**src/rtl/load_store_unit.sv**
```systemverilog
// Load/store unit: one data-memory access per request on a req/gnt/rvalid port, with load extension and writeback.
// Latency: store done 2 cycles after start; load writeback strobe 3 cycles after start (zero-wait memory).
// Backpressure: holds o_mem_req until i_mem_gnt and stalls the pipeline via o_busy. Build option: LSU_MISALIGN_TRAP_EN.
module load_store_unit #(
    parameter int NB_WORD = 32,
    parameter int NB_ADDR = 32,
    parameter int NB_REG  = 5
) (
    input  logic               i_clock,
    input  logic               i_reset_n,
    input  logic               i_dmem_rd,
    input  logic               i_dmem_wr,
    input  logic [2:0]         i_ld_st_funct3,
    input  logic [NB_REG-1:0]  i_rd,
    input  logic [NB_ADDR-1:0] i_addr,
    input  logic [NB_WORD-1:0] i_wdata,
    output logic               o_busy,
    output logic               o_mem_req,
    output logic               o_mem_we,
    output logic [NB_ADDR-1:0] o_mem_addr,
    output logic [3:0]         o_mem_be,
    output logic [NB_WORD-1:0] o_mem_wdata,
    input  logic               i_mem_gnt,
    input  logic               i_mem_rvalid,
    input  logic [NB_WORD-1:0] i_mem_rdata,
    output logic               o_wb_valid,
    output logic [NB_REG-1:0]  o_wb_rd,
    output logic [NB_WORD-1:0] o_wb_data,
    output logic               o_misaligned
);

    typedef enum logic [1:0] {IDLE, REQ, WAIT_R, DONE} state_t;

    state_t state, state_nxt;

    logic               req_any;
    logic               legal;
    logic               start;
    logic [3:0]         be_nxt;
    logic [NB_WORD-1:0] wdata_nxt;

    logic [2:0]         f3_q;
    logic [1:0]         a_lo_q;
    logic [NB_REG-1:0]  rd_q;

    logic [1:0]         rd_off;
    logic [NB_WORD-1:0] lane;
    logic [NB_WORD-1:0] ext_data;

    assign req_any = i_dmem_rd | i_dmem_wr;

    // Store wins when both strobes are set, so legality follows the store table then.
    always_comb begin
        legal = 1'b0;
        case (i_ld_st_funct3)
            3'b000, 3'b001, 3'b010: legal = 1'b1;
            3'b100, 3'b101:         legal = ~i_dmem_wr;
            default:                legal = 1'b0;
        endcase
    end

`ifdef LSU_MISALIGN_TRAP_EN
    logic misal;
    logic misal_q;

    always_comb begin
        misal = 1'b0;
        case (i_ld_st_funct3[1:0])
            2'b01:   misal = i_addr[0];
            2'b10:   misal = (i_addr[1:0] != 2'b00);
            default: misal = 1'b0;
        endcase
    end

    assign start = (state == IDLE) & req_any & legal & ~misal;

    always_ff @(posedge i_clock or negedge i_reset_n) begin
        if (!i_reset_n) begin
            misal_q <= 1'b0;
        end else begin
            misal_q <= (state == IDLE) & req_any & legal & misal;
        end
    end

    assign o_misaligned = misal_q;
`else
    assign start        = (state == IDLE) & req_any & legal;
    assign o_misaligned = 1'b0;
`endif

    // Lane select and replication; half ignores a[0] and word ignores a[1:0].
    always_comb begin
        be_nxt    = 4'b1111;
        wdata_nxt = i_wdata;
        case (i_ld_st_funct3[1:0])
            2'b00: begin
                be_nxt    = 4'b0001 << i_addr[1:0];
                wdata_nxt = {4{i_wdata[7:0]}};
            end
            2'b01: begin
                be_nxt    = 4'b0011 << {i_addr[1], 1'b0};
                wdata_nxt = {2{i_wdata[15:0]}};
            end
            default: begin
                be_nxt    = 4'b1111;
                wdata_nxt = i_wdata;
            end
        endcase
    end

    always_comb begin
        state_nxt = state;
        case (state)
            IDLE:    if (start) state_nxt = REQ;
            REQ:     if (i_mem_gnt) state_nxt = o_mem_we ? IDLE : WAIT_R;
            WAIT_R:  if (i_mem_rvalid) state_nxt = DONE;
            DONE:    state_nxt = IDLE;
            default: state_nxt = IDLE;
        endcase
    end

    always_ff @(posedge i_clock or negedge i_reset_n) begin
        if (!i_reset_n) begin
            state <= IDLE;
        end else begin
            state <= state_nxt;
        end
    end

    always_ff @(posedge i_clock or negedge i_reset_n) begin
        if (!i_reset_n) begin
            o_mem_we    <= 1'b0;
            o_mem_addr  <= '0;
            o_mem_be    <= 4'b0000;
            o_mem_wdata <= '0;
            f3_q        <= 3'b000;
            a_lo_q      <= 2'b00;
            rd_q        <= '0;
        end else if (start) begin
            o_mem_we    <= i_dmem_wr;
            o_mem_addr  <= {i_addr[NB_ADDR-1:2], 2'b00};
            o_mem_be    <= be_nxt;
            o_mem_wdata <= wdata_nxt;
            f3_q        <= i_ld_st_funct3;
            a_lo_q      <= i_addr[1:0];
            rd_q        <= i_rd;
        end
    end

    always_comb begin
        rd_off = 2'b00;
        case (f3_q[1:0])
            2'b00:   rd_off = a_lo_q;
            2'b01:   rd_off = {a_lo_q[1], 1'b0};
            default: rd_off = 2'b00;
        endcase
    end

    assign lane = i_mem_rdata >> {rd_off, 3'b000};

    always_comb begin
        ext_data = lane;
        case (f3_q)
            3'b000:  ext_data = {{(NB_WORD-8){lane[7]}}, lane[7:0]};
            3'b100:  ext_data = {{(NB_WORD-8){1'b0}}, lane[7:0]};
            3'b001:  ext_data = {{(NB_WORD-16){lane[15]}}, lane[15:0]};
            3'b101:  ext_data = {{(NB_WORD-16){1'b0}}, lane[15:0]};
            default: ext_data = lane;
        endcase
    end

    // Result is held after the strobe until the next load captures.
    always_ff @(posedge i_clock or negedge i_reset_n) begin
        if (!i_reset_n) begin
            o_wb_rd   <= '0;
            o_wb_data <= '0;
        end else if ((state == WAIT_R) && i_mem_rvalid) begin
            o_wb_rd   <= rd_q;
            o_wb_data <= ext_data;
        end
    end

    assign o_mem_req  = (state == REQ);
    assign o_wb_valid = (state == DONE);
    assign o_busy     = start | (state == REQ) | (state == WAIT_R);

endmodule

```
**config.mk**
```make
export PLATFORM = sky130hd
export DESIGN_NAME = load_store_unit
export DESIGN_NICKNAME = d
export VERILOG_FILES = /design/src/rtl/load_store_unit.sv
export SDC_FILE = /design/constraint.sdc
export NUM_CORES = 1
export LEC_CHECK = 0
export BUFFER_PORTS_ARGS = -buffer_cell sky130_fd_sc_hd__clkbuf_2
export CELL_PAD_IN_SITES_DETAIL_PLACEMENT = 1
export CELL_PAD_IN_SITES_GLOBAL_PLACEMENT = 1
export CORE_MARGIN = 5
export CORE_UTILIZATION = 39
export DETAILED_ROUTE_END_ITERATION = 12
export PLACE_DENSITY_LB_ADDON = 0.1
export SYNTH_ARGS = -nofsm -noshare
export SYNTH_HDL_FRONTEND = slang
export SYNTH_SLANG_ARGS = --single-unit
export TNS_END_PERCENT = 1
```
**constraint.sdc**
```tcl
create_clock -name i_clock -period 3.3 [get_ports i_clock]
set_input_delay 0 -clock i_clock [delete_from_list [all_inputs] [get_ports i_clock]]
set_output_delay 0 -clock i_clock [all_outputs]
set_load 0.02 [all_outputs]
```
# After elaboration in Yosys (flattened, before gate mapping)

Cells that the tools add are included.

Shifts and indexed selects: 3
Muxes and demuxes: 10
Bitwise operators: 6
Reduce and logical (&&, ||, !) cells: 9
Eq/ne operators: 15

Operator list:

| kind                                                                    | count |
|---|---|
| 32-bit case mux with 4 select lines                                     | 1 |
| 32-bit case mux with 2 select lines                                     | 1 |
| 32-bit by 5-bit right shift with 32-bit output                          | 1 |
| 3-bit == test, second input constant                                    | 4 |
| 2-bit two-way mux                                                       | 4 |
| 2-bit case mux with 4 select lines                                      | 1 |
| 4-bit case mux with 2 select lines                                      | 1 |
| 2-bit by 1-bit == test with 1-bit output, second input constant         | 3 |
| 3-bit by 1-bit == test with 1-bit output, second input constant         | 2 |
| 2-bit logical NOT                                                       | 3 |
| 3-bit logical NOT                                                       | 2 |
| 2-bit == test, second input constant                                    | 2 |
| 2-bit inequality test, second input constant                            | 2 |
| 2-bit case mux with 2 select lines                                      | 1 |
| 1-bit by 2-bit left shift with 4-bit output, first input constant       | 1 |
| 2-bit by 2-bit left shift with 4-bit output, first input constant       | 1 |
| 3-bit by 2-bit == test with 1-bit output, second input constant         | 1 |
| 1-bit OR                                                                | 3 |
| 3-bit AND reduction                                                     | 1 |
| 3-bit OR reduction                                                      | 1 |
| 1-bit bitwise AND                                                       | 2 |
| 2-bit by 1-bit inequality test with 1-bit output, second input constant | 1 |
| 1-bit case mux with 2 select lines                                      | 1 |
| 2-bit OR reduction                                                      | 1 |
| 2 further kinds                                                         | 2 |

Input port bits: 110
Logic and storage cells: 53
Output and inout bits: 110
Flip-flop bits (word level): 116

# Longest topological paths before layout

Gate-level depths: netlist of run 1.

Depth in word-level cells: 6
Depth in mapped cells: 7
Mapped depth without buffers: 4

# Worst setup path after synthesis of run 1

No wires, ideal clock.

Kind: flip-flop to flip-flop
Start: register a_lo_q[0]
End: register o_wb_data[29]
Cell stages (with the launch flop): 7
Data required time: 3162 ps
Slack: 1804 ps
Arrival time: 1358 ps
Library setup time: 138 ps
Period minus slack after synthesis: 1496 ps
Buffers on the path: 2
Cells stage by stage: dfrtp_1 -> buf_6 -> nor2b_4 -> nor3b_2 -> o31ai_4 -> buf_6 -> a31oi_1

Longest elaborated chain between the ends: 3

Ends and longest elaborated chain:

| item                                           | line | text |
|---|---|---|
| start: declaration                             | 43   | `logic [1:0] a_lo_q;` |
| start signal: assignment                       | 145  | `a_lo_q <= i_addr[1:0];` |
| 2-bit case mux with 2 select lines             | 152  | `case (f3_q[1:0])` |
| 32-bit by 5-bit right shift with 32-bit output | 159  | `assign lane = i_mem_rdata >> {rd_off, 3'b000};` |
| 32-bit case mux with 4 select lines            | 163  | `case (f3_q)` |
| end signal: assignment                         | 179  | `o_wb_data <= ext_data;` |
| end: declaration                               | 28   | `output logic [NB_WORD-1:0] o_wb_data,` |

No other way between the ends.
A chain may end at the register's enable or synchronous reset.

# Final worst setup path of run 1

Start: register f3_q[1]
End: register o_wb_data[9]

Longest elaborated chain between the ends: 4
Elaborated cells between the ends (all ways): 9
Classes of those cells: eq/ne (4); shift (1); mux (2); reduce/logical (2)

Ends and longest elaborated chain:

| item                                                                          | line | text |
|---|---|---|
| start: declaration                                                            | 42   | `logic [2:0] f3_q;` |
| start signal: assignment                                                      | 144  | `f3_q <= i_ld_st_funct3;` |
| 2-bit by 1-bit == test with 1-bit output or 2-bit logical NOT (tied branches) | 152  |  |
| 2-bit case mux with 2 select lines                                            | 152  |  |
| 32-bit by 5-bit right shift with 32-bit output                                | 159  |  |
| 32-bit case mux with 4 select lines (*)                                       | 163  |  |

Every way passes the cells marked *; elsewhere a longest branch is shown, timed or not.

==> impl_results.md, run 1 <==
- CTS Sinks: approximately 120
- Clock transition at path regs: about 0.050 ns
- CTS tree: yes
- CP Launch Type: flip-flop
- Fmax: ~410 MHz
- CTS root buffer: clkbuf_16
- Met3 usage: 6.21%
- Syn Area/Cell: between 10 and 15 µm²
- Die X: between 100 and 150 µm
- Synth top area cells: dfrtp_1 53%, mux2_2 12%, nor2_1 3.8%
- Rel. slew slack: roughly 40%
- Buffers on Ports: roughly 220
- Routing usage on met1: approximately 28%
- Number of DRC markers in iteration 0: 237
- Warnings, synthesis: 0
- Per-cell routed wire length: between 15 and 20 µm
- Synth Cell Area: around 5400 µm²
- Mux contribution to synthesized area: 14.2%
- Synth Area in Compound Gates: between 15 and 20%
- Final hold violation count: 0
- Final setup fails: 0
- Synth Area in XOR/XNOR: 0%
- Async SR Flop Fraction: 100%
- Core footprint: 13800 µm²
- WP data arrival: approximately 2.7 ns
- Routed wire length: 19.2 mm
- Layout cells sized above 1: approximately 40%
- Layout fillers: 1559
- Cells after synthesis: roughly 510
- Dpl cell area: 6620 µm²
- Via count: 5091
- Largest family of logic cells by synthesized area: compound AO/OA/AOI/OAI gates
- Min-Delay Path Class: in2reg
- CTS Buf Count: 17
- Initial antenna violation count: 0
- Critical Setup Path Class: reg2reg
- GR Util met2: 41.7%
- Min cycle time layout: 2.43 ns
- # DRC: 0
- Peak supply drop: between 0.4 and 0.5 mV
- Design area: around 8100 µm²
- Max-slew violation count: 0
- Worst Hold Margin: approximately 0.0021 ns
- H-tree depth: 4
- Post-Synth Simple-Gate Area: about 12%
- Starting Density: ~40%
- Post-synth top flop: dfrtp_1
- Cell variety after synth: 41
- Clock skew: 0.00804 ns
- Remaining antenna violation count: 0
- First-pass DRT Iterations: 4
- Setup TNS: 0 ns
- Later-pin clock latency in the skew report: slightly above 0.4 ns
- First-pass GRT wire length: just over 30 mm
- Adder-Cell Fraction of Synth Area: 0%
- Pleak: around 3.8 nW
- Top Ports: 220
- Busiest grt layer: met2
- HPWL Detailed: around 13 mm
- Worst path required time: about 3.6 ns
- Num rows: 43
- Largest net degree at the start of global routing: 68
- Die Area: ~16000 µm²
- Gr usage total: 23.8%
- Maxcap violations: 0
- Crit path max fanout: 24
- #FFs+latches synth: around 120
- Worst Max-Slew Pin Slew: 0.869 ns
- Remaining global-route overflow: 0
- Synth area leader: dfrtp_1
- Die Y: 128 µm
- Vias in the first global route: 5682
- Nets: about 900
- Post-CTS sizing: 0
- Yosys top cell area share: between 50% and 60%
- Pwr/cell area: 1010 nW/µm²
- CP endpoint kind: flip-flop
- Maximum buffer depth of the clock tree: 2
- Part of the cycle the worst path needs: 73.7%
- Post-synth EDFFs: 0
- Post-synth top cells: 116 x dfrtp_1, 57 x mux2_2, 55 x nor2_1, 41 x a21oi_1, 38 x nand2_1
- Register area share after synthesis: a little over half
- Status: completed
- Via density: approximately 5.1
- Most common cell in the netlist: dfrtp_1
- Layout area overhead: 49.2%
- Unrepaired setup endpoints after global routing: no
- Routability congestion estimate: 0.821
where the power goes:
group	internal [mW]	leakage (nW)	switching (mW)	total (mW)
Clock	1.37	0.314	0.643	2.02
Sequential	2.15	1.37	0.541	2.69
Combinational	1.35	2.16	2.14	3.49
through the flow:
step / total power, mW / utilization (%) / instances / setup slack (ns)
after floorplan: 4.87 / - / 508 / 1.80
after detailed placement: 6.11 / 48.0 / 872 / 0.910
after global placement: 5.96 / 48.0 / 872 / 1.00
after global routing: 8.69 / 59.0 / 991 / 0.754
after CTS: 8.25 / 59.0 / 991 / 0.879
final: 8.20 / 59.0 / 992 / 0.867
final timing paths:
check | endpoint | slack, ns | cells past startpoint | from
worst max register to register | o_wb_data[9] | 0.87 | 4 | f3_q[1]
worst min register to register | o_wb_rd[1] | 0.47 | 2 | rd_q[1]
min in group asynchronous | o_wb_data[17] | 0.18 | 2 | i_reset_n
worst min-delay path | o_mem_wdata[29] | 0.002 | 3 | i_wdata[29]
max in group asynchronous | o_mem_addr[5] | 2.32 | 3 | i_reset_n
worst max-delay path | o_wb_data[9] | 0.87 | 4 | f3_q[1]
metal layers:
layer / part of all wire [%] / vias to the layer above
met2: 52 / 156
met3: 5.6 / 30
li1: - / 2391
met1: 40 / 2514
met4: 1.9 / 0
met5: 0 / -
flip-flops by register name, indices dropped and copies added (netlist names), named ones only:
name / cells
rd_q: 5
state: 1
a_lo_q: 2
f3_q: 3
o_mem_be: 4
o_mem_addr: 30
o_mem_wdata: 32
o_wb_rd: 5
o_mem_we: 1
o_wb_data: 32
cell families (layout without fill, tap and decap cells):
| family | count (synthesis) | count (layout) |
|---|---|---|
| and+or+nand+nor | 142 | 142 |
| AOI/OAI and AO/OA | 131 | 131 |
| DFF | 116 | 116 |
| muxes | 70 | 70 |
| buffers and inverters | 46 | 349 |
| other | 1 | 4 |
worst max-delay path, cell delays in order, from the launching register on:
cell and delay [ns]:
dfrtp_1 0.89, nand2b_1 0.70, mux2_2 0.43, a21oi_1 0.18, a21oi_1 0.10
cell type report:
class | instances | area (µm²) | share of cell area [%]
Tap cell | 180 | 225 | 2.77
Inverter | 5 | 18.8 | 0.231
Timing Repair Buffer | 312 | 2030 | 25.0
Clock inverter | 10 | 178 | 2.19
Sequential cell | 116 | 2900 | 35.7
Multi-Input combinational cell | 346 | 2300 | 28.3
Clock buffer | 22 | 464 | 5.71
Antenna cell | 1 | 2.50 | 0.0308
placed cells by master (no fill, tap or decap), types with 10 or more instances in the layout:
master	synthesis	final
mux2_2	57	57
o21ai_0	14	14
dlygate4sd3_1	0	87
dfrtp_1	116	116
mux2i_1	10	10
clkbuf_16	0	17
a211oi_1	16	16
clkbuf_2	0	215
o31ai_1	23	23
nor2_1	55	55
a21oi_1	41	41
nand2_1	38	38
nand2b_1	19	19
a31oi_1	17	17
what timing repair did:
| item | 4_1_cts | 5_1_grt |
|---|---|---|
| setup buffers | 0 | 0 |
| endpoints found under the hold margin | 137 | 0 |
| hold buffers | 87 | 0 |
Note: power is estimated with default switching activity, not from simulation.
==> inputs of run 2 (changes only) <==
--- a/config.mk
+++ b/config.mk
@@ -9,7 +9,7 @@
 export CELL_PAD_IN_SITES_DETAIL_PLACEMENT = 1
 export CELL_PAD_IN_SITES_GLOBAL_PLACEMENT = 1
 export CORE_MARGIN = 5
-export CORE_UTILIZATION = 39
+export CORE_UTILIZATION = 33
 export DETAILED_ROUTE_END_ITERATION = 12
 export PLACE_DENSITY_LB_ADDON = 0.1
 export SYNTH_ARGS = -nofsm -noshare
==> constraint.sdc (replaced) <==
create_clock -name i_clock -period 2.2 [get_ports i_clock]
set_input_delay 0 -clock i_clock [delete_from_list [all_inputs] [get_ports i_clock]]
set_output_delay 0 -clock i_clock [all_outputs]
set_load 0.02 [all_outputs]
==> run 2 against run 1 <==
Against the previous run: first-iteration DRC count down 29%; maximum frequency up 22%; critical endpoint is now o_wb_data[22]; register-to-register slack worse by 0.66 ns; critical path depth unchanged; hold slack gained 0.0045 ns; largest power group unchanged; sequential share of layout area is 0.46 points lower; core utilization decreased by 8.8 points; critical path type unchanged; combinational power increased by 54%.
==> impl_results.md, run 2 (synthesis results as in run 1) <==
- Status: completed (unchanged)
- Die Area: 19200 µm² (was 16400 µm²)
- Layout cells sized above 1: 40.5% (was 39.2%)
- Biggest registers after layout: o_mem_wdata x32, o_wb_data x32, o_mem_addr x30 (unchanged)
- Placed cell count: 922 (was 872)
- Final hold violation count: 0 (unchanged)
- Via count: 5033 (was 5091)
- Filler-free cell count of the finished design: 1037 (was 992)
- Core Util, Final: 50.2% (was 59.0%)
- Remaining antenna violation count: 0 (unchanged)
- # DRC: 0 (unchanged)
- Maximum buffer depth of the clock tree: 2 (unchanged)
- CTS Buf Count: 17 (unchanged)
- H-tree depth: 4 (unchanged)
- Layout fillers: 1838 (was 1559)
- Clock skew: 0.00610 ns (was 0.00804 ns)
- First-pass DRT Iterations: 4 (unchanged)
- Nets: 914 (was 908)
- Starting Density: 33.2% (was 39.6%)
- Most frequent cells in the layout: 215 x clkbuf_2, 116 x dfrtp_1, 83 x dlygate4sd3_1 (was 215 x clkbuf_2, 116 x dfrtp_1, 87 x dlygate4sd3_1)
- Tot Pwr: 12.3 mW (was 8.20 mW)
- Part of the cycle the worst path needs: 90.6% (was 73.7%)
- Most common cell after layout, fill and taps aside: clkbuf_2 (unchanged)
- Min-Delay Path Class: in2reg (unchanged)
- Worst path required time: 2.43 ns (was 3.58 ns)
- Setup TNS: 0 ns (unchanged)
- Die Y: 139 µm (was 128 µm)
- Core footprint: 16400 µm² (was 13800 µm²)
- Rel. slew slack: 30.3% (was 40.6%)
- Die X: 139 µm (was 128 µm)
- Final setup fails: 0 (unchanged)
- Number of DRC markers in iteration 0: 169 (was 237)
- Per-cell routed wire length: 18.1 µm (was 19.4 µm)
- First-pass GRT wire length: 30.8 mm (was 30.5 mm)
- Vias in the first global route: 5642 (was 5682)
- Pleak: 3.87 nW (was 3.84 nW)
- Critical Setup Path Class: reg2reg (unchanged)
- Buffers on Ports: 216 (unchanged)
- CTS root buffer: clkbuf_16 (unchanged)
- Num rows: 47 (was 43)
- Peak supply drop: 0.754 mV (was 0.496 mV)
- CTS Sinks: 116 (unchanged)
- Clock transition at path regs: 0.06 ns (was 0.05 ns)
- Min cycle time layout: 1.99 ns (was 2.43 ns)
- CTS tree: yes (unchanged)
- Worst Max-Slew Pin Slew: 1.05 ns (was 0.869 ns)
- Crit path max fanout: 24 (unchanged)
- HPWL Detailed: 13.4 mm (was 12.9 mm)
- Pwr/cell area: 1490 nW/µm² (was 1010 nW/µm²)
- Largest net degree at the start of global routing: 57 (was 68)
- Post-CTS sizing: 0 (unchanged)
- Routability congestion estimate: 0.788 (was 0.821)
- Remaining global-route overflow: 0 (unchanged)
- Later-pin clock latency in the skew report: 0.41 ns (about the same)
- Maxcap violations: 0 (unchanged)
- CP endpoint kind: flip-flop (unchanged)
- ANT cells: 0 (was 1)
- Max-slew violation count: 0 (unchanged)
- Initial antenna violation count: 0 (unchanged)
- Unrepaired setup endpoints after global routing: no (unchanged)
- Via density: 4.85 (was 5.13)
- Fmax: 502 MHz (was 411 MHz)
- Layout area overhead: 51.1% (was 49.2%)
- Gr usage total: 19.9% (was 23.8%)
- CP Launch Type: flip-flop (unchanged)
- WP data arrival: 2.22 ns (was 2.71 ns)
- Routed wire length: 18.8 mm (was 19.2 mm)
- Worst Hold Margin: 0.00662 ns (was 0.00215 ns)
- Top Ports: 220 (unchanged)
==> run 2: changes by cell type in the layout (fill, tap and decap cells not counted), sizes merged <==
| cell | before | now |
|---|---|---|
| diode | 1 | 0 |
| clkinvlp | 1 | 3 |
| buf | 10 | 20 |
| dlygate4sd3 | 87 | 83 |
| clkbuf | 237 | 233 |
| inv | 4 | 7 |
| bufinv | 5 | 4 |
==> run 2: critical path, cell delays in order, from the launching register on <==
cell	delay, ns
dfrtp_1	0.40
nor2b_4	0.17
o21ai_1	0.15
o31ai_4	0.89
a31oi_1	0.19
==> run 2: through the flow <==
step / setup slack, ns / cell area [µm²]
global route: 0.0586 / 8240
detailed placement: 0.203 / 6770
global placement: 0.285 / 6770
floorplan: 0.704 / 5460
finish: 0.207 / 8240
CTS: 0.196 / 8240
==> run 2: area by class of cell <==
| class | instances | area, µm² | share of cell area [%] |
|---|---|---|---|
| Inverter | 5 | 18.8 | 0.228 |
| Multi-Input combinational cell | 346 | 2300 | 28.0 |
| Clock buffer | 18 | 439 | 5.33 |
| Clock inverter | 14 | 200 | 2.43 |
| Sequential cell | 116 | 2900 | 35.2 |
| Tap cell | 220 | 275 | 3.34 |
| Timing Repair Buffer | 318 | 2090 | 25.4 |
==> run 2: what timing repair did <==
action	4_1_cts	5_1_grt
hold buffers	83	0
endpoints found under the hold margin	128	0
endpoints found under the setup margin	0	0
setup buffers	0	0
==> run 2: path summary, 6_finish.rpt <==
kind,startpoint,endpoint,slack [ns],cells past startpoint
hold reg to reg,rd_q[2],o_wb_rd[2],0.46,2
hold / removal,i_wdata[16],o_mem_wdata[16],0.007,3
setup / recovery,f3_q[0],o_wb_data[22],0.21,4
max in group asynchronous,i_reset_n,o_wb_data[14],1.43,3
min in group asynchronous,i_reset_n,o_wb_data[18],0.09,2
setup reg to reg,f3_q[0],o_wb_data[22],0.21,4
==> run 2: routing by layer <==
metal,vias to the layer above,part of all wire (%),GRT usage (%)
met5,-,0,0
met2,144,53,36.2
met3,23,5.8,5.77
met4,0,1.4,5.77
li1,2399,-,-
met1,2467,40,22.7
==> run 2: power breakdown <==
group | leakage, nW | internal, mW | switching (mW) | total (mW)
combinational | 2.20 | 2.12 | 3.27 | 5.39
sequential | 1.37 | 3.22 | 0.700 | 3.92
clock | 0.304 | 1.94 | 1.03 | 2.97
==> inputs of run 3 (changes only) <==
--- a/config.mk
+++ b/config.mk
@@ -12,6 +12,7 @@
 export CORE_UTILIZATION = 33
 export DETAILED_ROUTE_END_ITERATION = 12
 export PLACE_DENSITY_LB_ADDON = 0.1
+export SETUP_SLACK_MARGIN = 0.4
 export SYNTH_ARGS = -nofsm -noshare
 export SYNTH_HDL_FRONTEND = slang
 export SYNTH_SLANG_ARGS = --single-unit
==> run 3 against run 2 <==
Against the previous run: core utilization increased by 0.86 points; hold slack improved by 0.0022 ns; clock skew down 0.00063 ns; via count increased by 0.68%; non-clock buffer count grew 6; maximum frequency up 14%; register-to-register slack better by 0.24 ns; die area stayed put; highest routed layer unchanged.
==> impl_results.md, run 3 (synthesis results as in run 1) <==
- R2R Path Start: f3_q[0] (unchanged)
- Rel. slew slack: 50.2% (was 30.3%)
- CTS tree: yes (unchanged)
- Number of DRC markers in iteration 0: 169 (unchanged)
- Most frequent cells in the layout: 215 x clkbuf_2, 116 x dfrtp_1, 84 x dlygate4sd3_1 (was 215 x clkbuf_2, 116 x dfrtp_1, 83 x dlygate4sd3_1)
- Final hold violation count: 0 (unchanged)
- HPWL Detailed: 13.4 mm (unchanged)
- Routed wire length: 19.4 mm (was 18.8 mm)
- Nets: 921 (was 914)
- Reg power frac: 31.4% (was 31.9%)
- Maximum buffer depth of the clock tree: 2 (unchanged)
- Crit path from: f3_q[0] (unchanged)
- Remaining global-route overflow: 0 (unchanged)
- Buffers on Ports: 216 (unchanged)
- Pwr/cell area: 1490 nW/µm² (about the same)
- Clock skew: 0.00546 ns (was 0.00610 ns)
- Placed cell count: 922 (unchanged)
- Crit path max fanout: 8 (was 24)
- Switch share: 40.8% (was 40.7%)
- Biggest registers after layout: o_mem_wdata x32, o_wb_data x32, o_mem_addr x30 (unchanged)
- Max-slew violation count: 0 (unchanged)
- H-tree depth: 4 (unchanged)
- Setup TNS: 0 ns (unchanged)
- Final setup fails: 0 (unchanged)
- Min cycle time layout: 1.75 ns (was 1.99 ns)
- NetSw: 5.10 mW (was 5.00 mW)
- First-pass DRT Iterations: 4 (unchanged)
- # DRC: 0 (unchanged)
- Unrepaired setup endpoints after global routing: yes (was no)
- Die Y: 139 µm (unchanged)
- Gr usage total: 20.5% (was 19.9%)
- Filler-free cell count of the finished design: 1044 (was 1037)
- Most common cell after layout, fill and taps aside: clkbuf_2 (unchanged)
- Via density: 4.85 (about the same)
- Min-Delay Path Class: in2reg (unchanged)
- Vias in the first global route: 5718 (was 5642)
- CP endpoint kind: flip-flop (unchanged)
- Later-pin clock latency in the skew report: 0.41 ns (about the same)
- Clock transition at path regs: 0.06 ns (about the same)
- Top Ports: 220 (unchanged)
- Worst path required time: 2.53 ns (was 2.43 ns)
- Die Area: 19200 µm² (unchanged)
- Critical Setup Path Class: reg2reg (unchanged)
- Layout area overhead: 53.7% (was 51.1%)
- Num rows: 47 (unchanged)
- Combinational share of power: 44.8% (was 43.9%)
- Part of the cycle the worst path needs: 79.6% (was 90.6%)
- First-pass GRT wire length: 31.5 mm (was 30.8 mm)
- Pleak: 3.94 nW (was 3.87 nW)
- Layout cells sized above 1: 41.3% (was 40.5%)
- Core footprint: 16400 µm² (unchanged)
- Starting Density: 33.2% (unchanged)
- Routability congestion estimate: 0.788 (unchanged)
- ANT cells: 0 (unchanged)
- CP Launch Type: flip-flop (unchanged)
- Worst Max-Slew Pin Slew: 0.728 ns (was 1.05 ns)
- Internal Pwr Total: 7.41 mW (was 7.29 mW)
- Maxcap violations: 0 (unchanged)
- Fmax: 571 MHz (was 502 MHz)
- Remaining antenna violation count: 0 (unchanged)
- WP data arrival: 2.08 ns (was 2.22 ns)
- CTS root buffer: clkbuf_16 (unchanged)
- Peak supply drop: 0.755 mV (was 0.754 mV)
- Die X: 139 µm (unchanged)
- Largest net degree at the start of global routing: 57 (unchanged)
- Per-cell routed wire length: 18.6 µm (was 18.1 µm)
- Initial antenna violation count: 0 (unchanged)
- Status: completed (unchanged)
- HP Start: i_wdata[16] (unchanged)
- Clock power share: 23.8% (was 24.2%)
- CTS Buf Count: 17 (unchanged)
- CTS Sinks: 116 (unchanged)
- Via count: 5067 (was 5033)
## run 3: layer usage
layer / vias to the layer above / global-route usage [%] / share of wire [%]
met1: 2482 / 23.6 / 40
met4: 0 / 6.34 / 1.7
li1: 2413 / - / -
met2: 145 / 37.1 / 53
met5: - / 0 / 0
met3: 27 / 5.56 / 5.2
## run 3: critical path, cell delays in order (launching register included)
cell and delay [ns]:
dfrtp_1 0.40, buf_4 0.16, or2_1 0.34, nor2_2 0.31, o31ai_4 0.15, buf_4 0.18, a31oi_1 0.13
## run 3: area by class of cell
type | count | area (µm²)
Fill cell | 1841 | 8030
Inverter | 5 | 18.8
Timing Repair Buffer | 324 | 2200
Sequential cell | 116 | 2900
Clock buffer | 18 | 439
Tap cell | 220 | 275
Multi-Input combinational cell | 347 | 2340
Clock inverter | 14 | 200
## run 3: stage by stage
step / power (mW) / worst slack [ns] / utilization [%] / hold slack, ns / area [µm²]
final: 12.5 / 0.449 / 51.1 / 0.00878 / 8380
after global routing: 13.3 / 0.354 / 51.1 / 0.0126 / 8380
after CTS: 12.6 / 0.392 / 50.8 / 0.0000394 / 8330
after detailed placement: 9.28 / 0.203 / 41.2 / -0.00670 / 6770
after global placement: 9.07 / 0.285 / 41.2 / -0.0191 / 6770
after floorplan: 7.31 / 0.704 / - / -0.296 / 5460
## run 3: power groups by stage
stage,sequential (mW),combinational [mW],clock (mW)
finish,3.93,5.60,2.98
global route,4.07,6.06,3.16
CTS,3.93,5.63,3.04
detailed placement,3.95,5.34,0
global placement,3.88,5.19,0
floorplan,5.00,2.31,0
## run 3: repair_timing
| action | CTS | global route |
|---|---|---|
| buffers inserted | 3 | 1 |
| cloned | 2 | 0 |
| hold endpoints to repair | 128 | 1 |
| endpoints found under the setup margin | 26 | 32 |
| gates resized for setup | 2 | 7 |
| hold buffers | 83 | 1 |
| pin swaps | 2 | 2 |
## run 3: path summary, 6_finish.rpt
kind                            depth (start not counted)  slack (ns)               to
worst max-delay path                                    6        0.45    o_wb_data[31]
worst min-delay path                                    3       0.009  o_mem_wdata[16]
worst max register to register                          6        0.45    o_wb_data[31]
worst min register to register                          2        0.46       o_wb_rd[1]
max in group asynchronous                               3        1.43    o_wb_data[14]
min in group asynchronous                               2        0.09    o_wb_data[18]
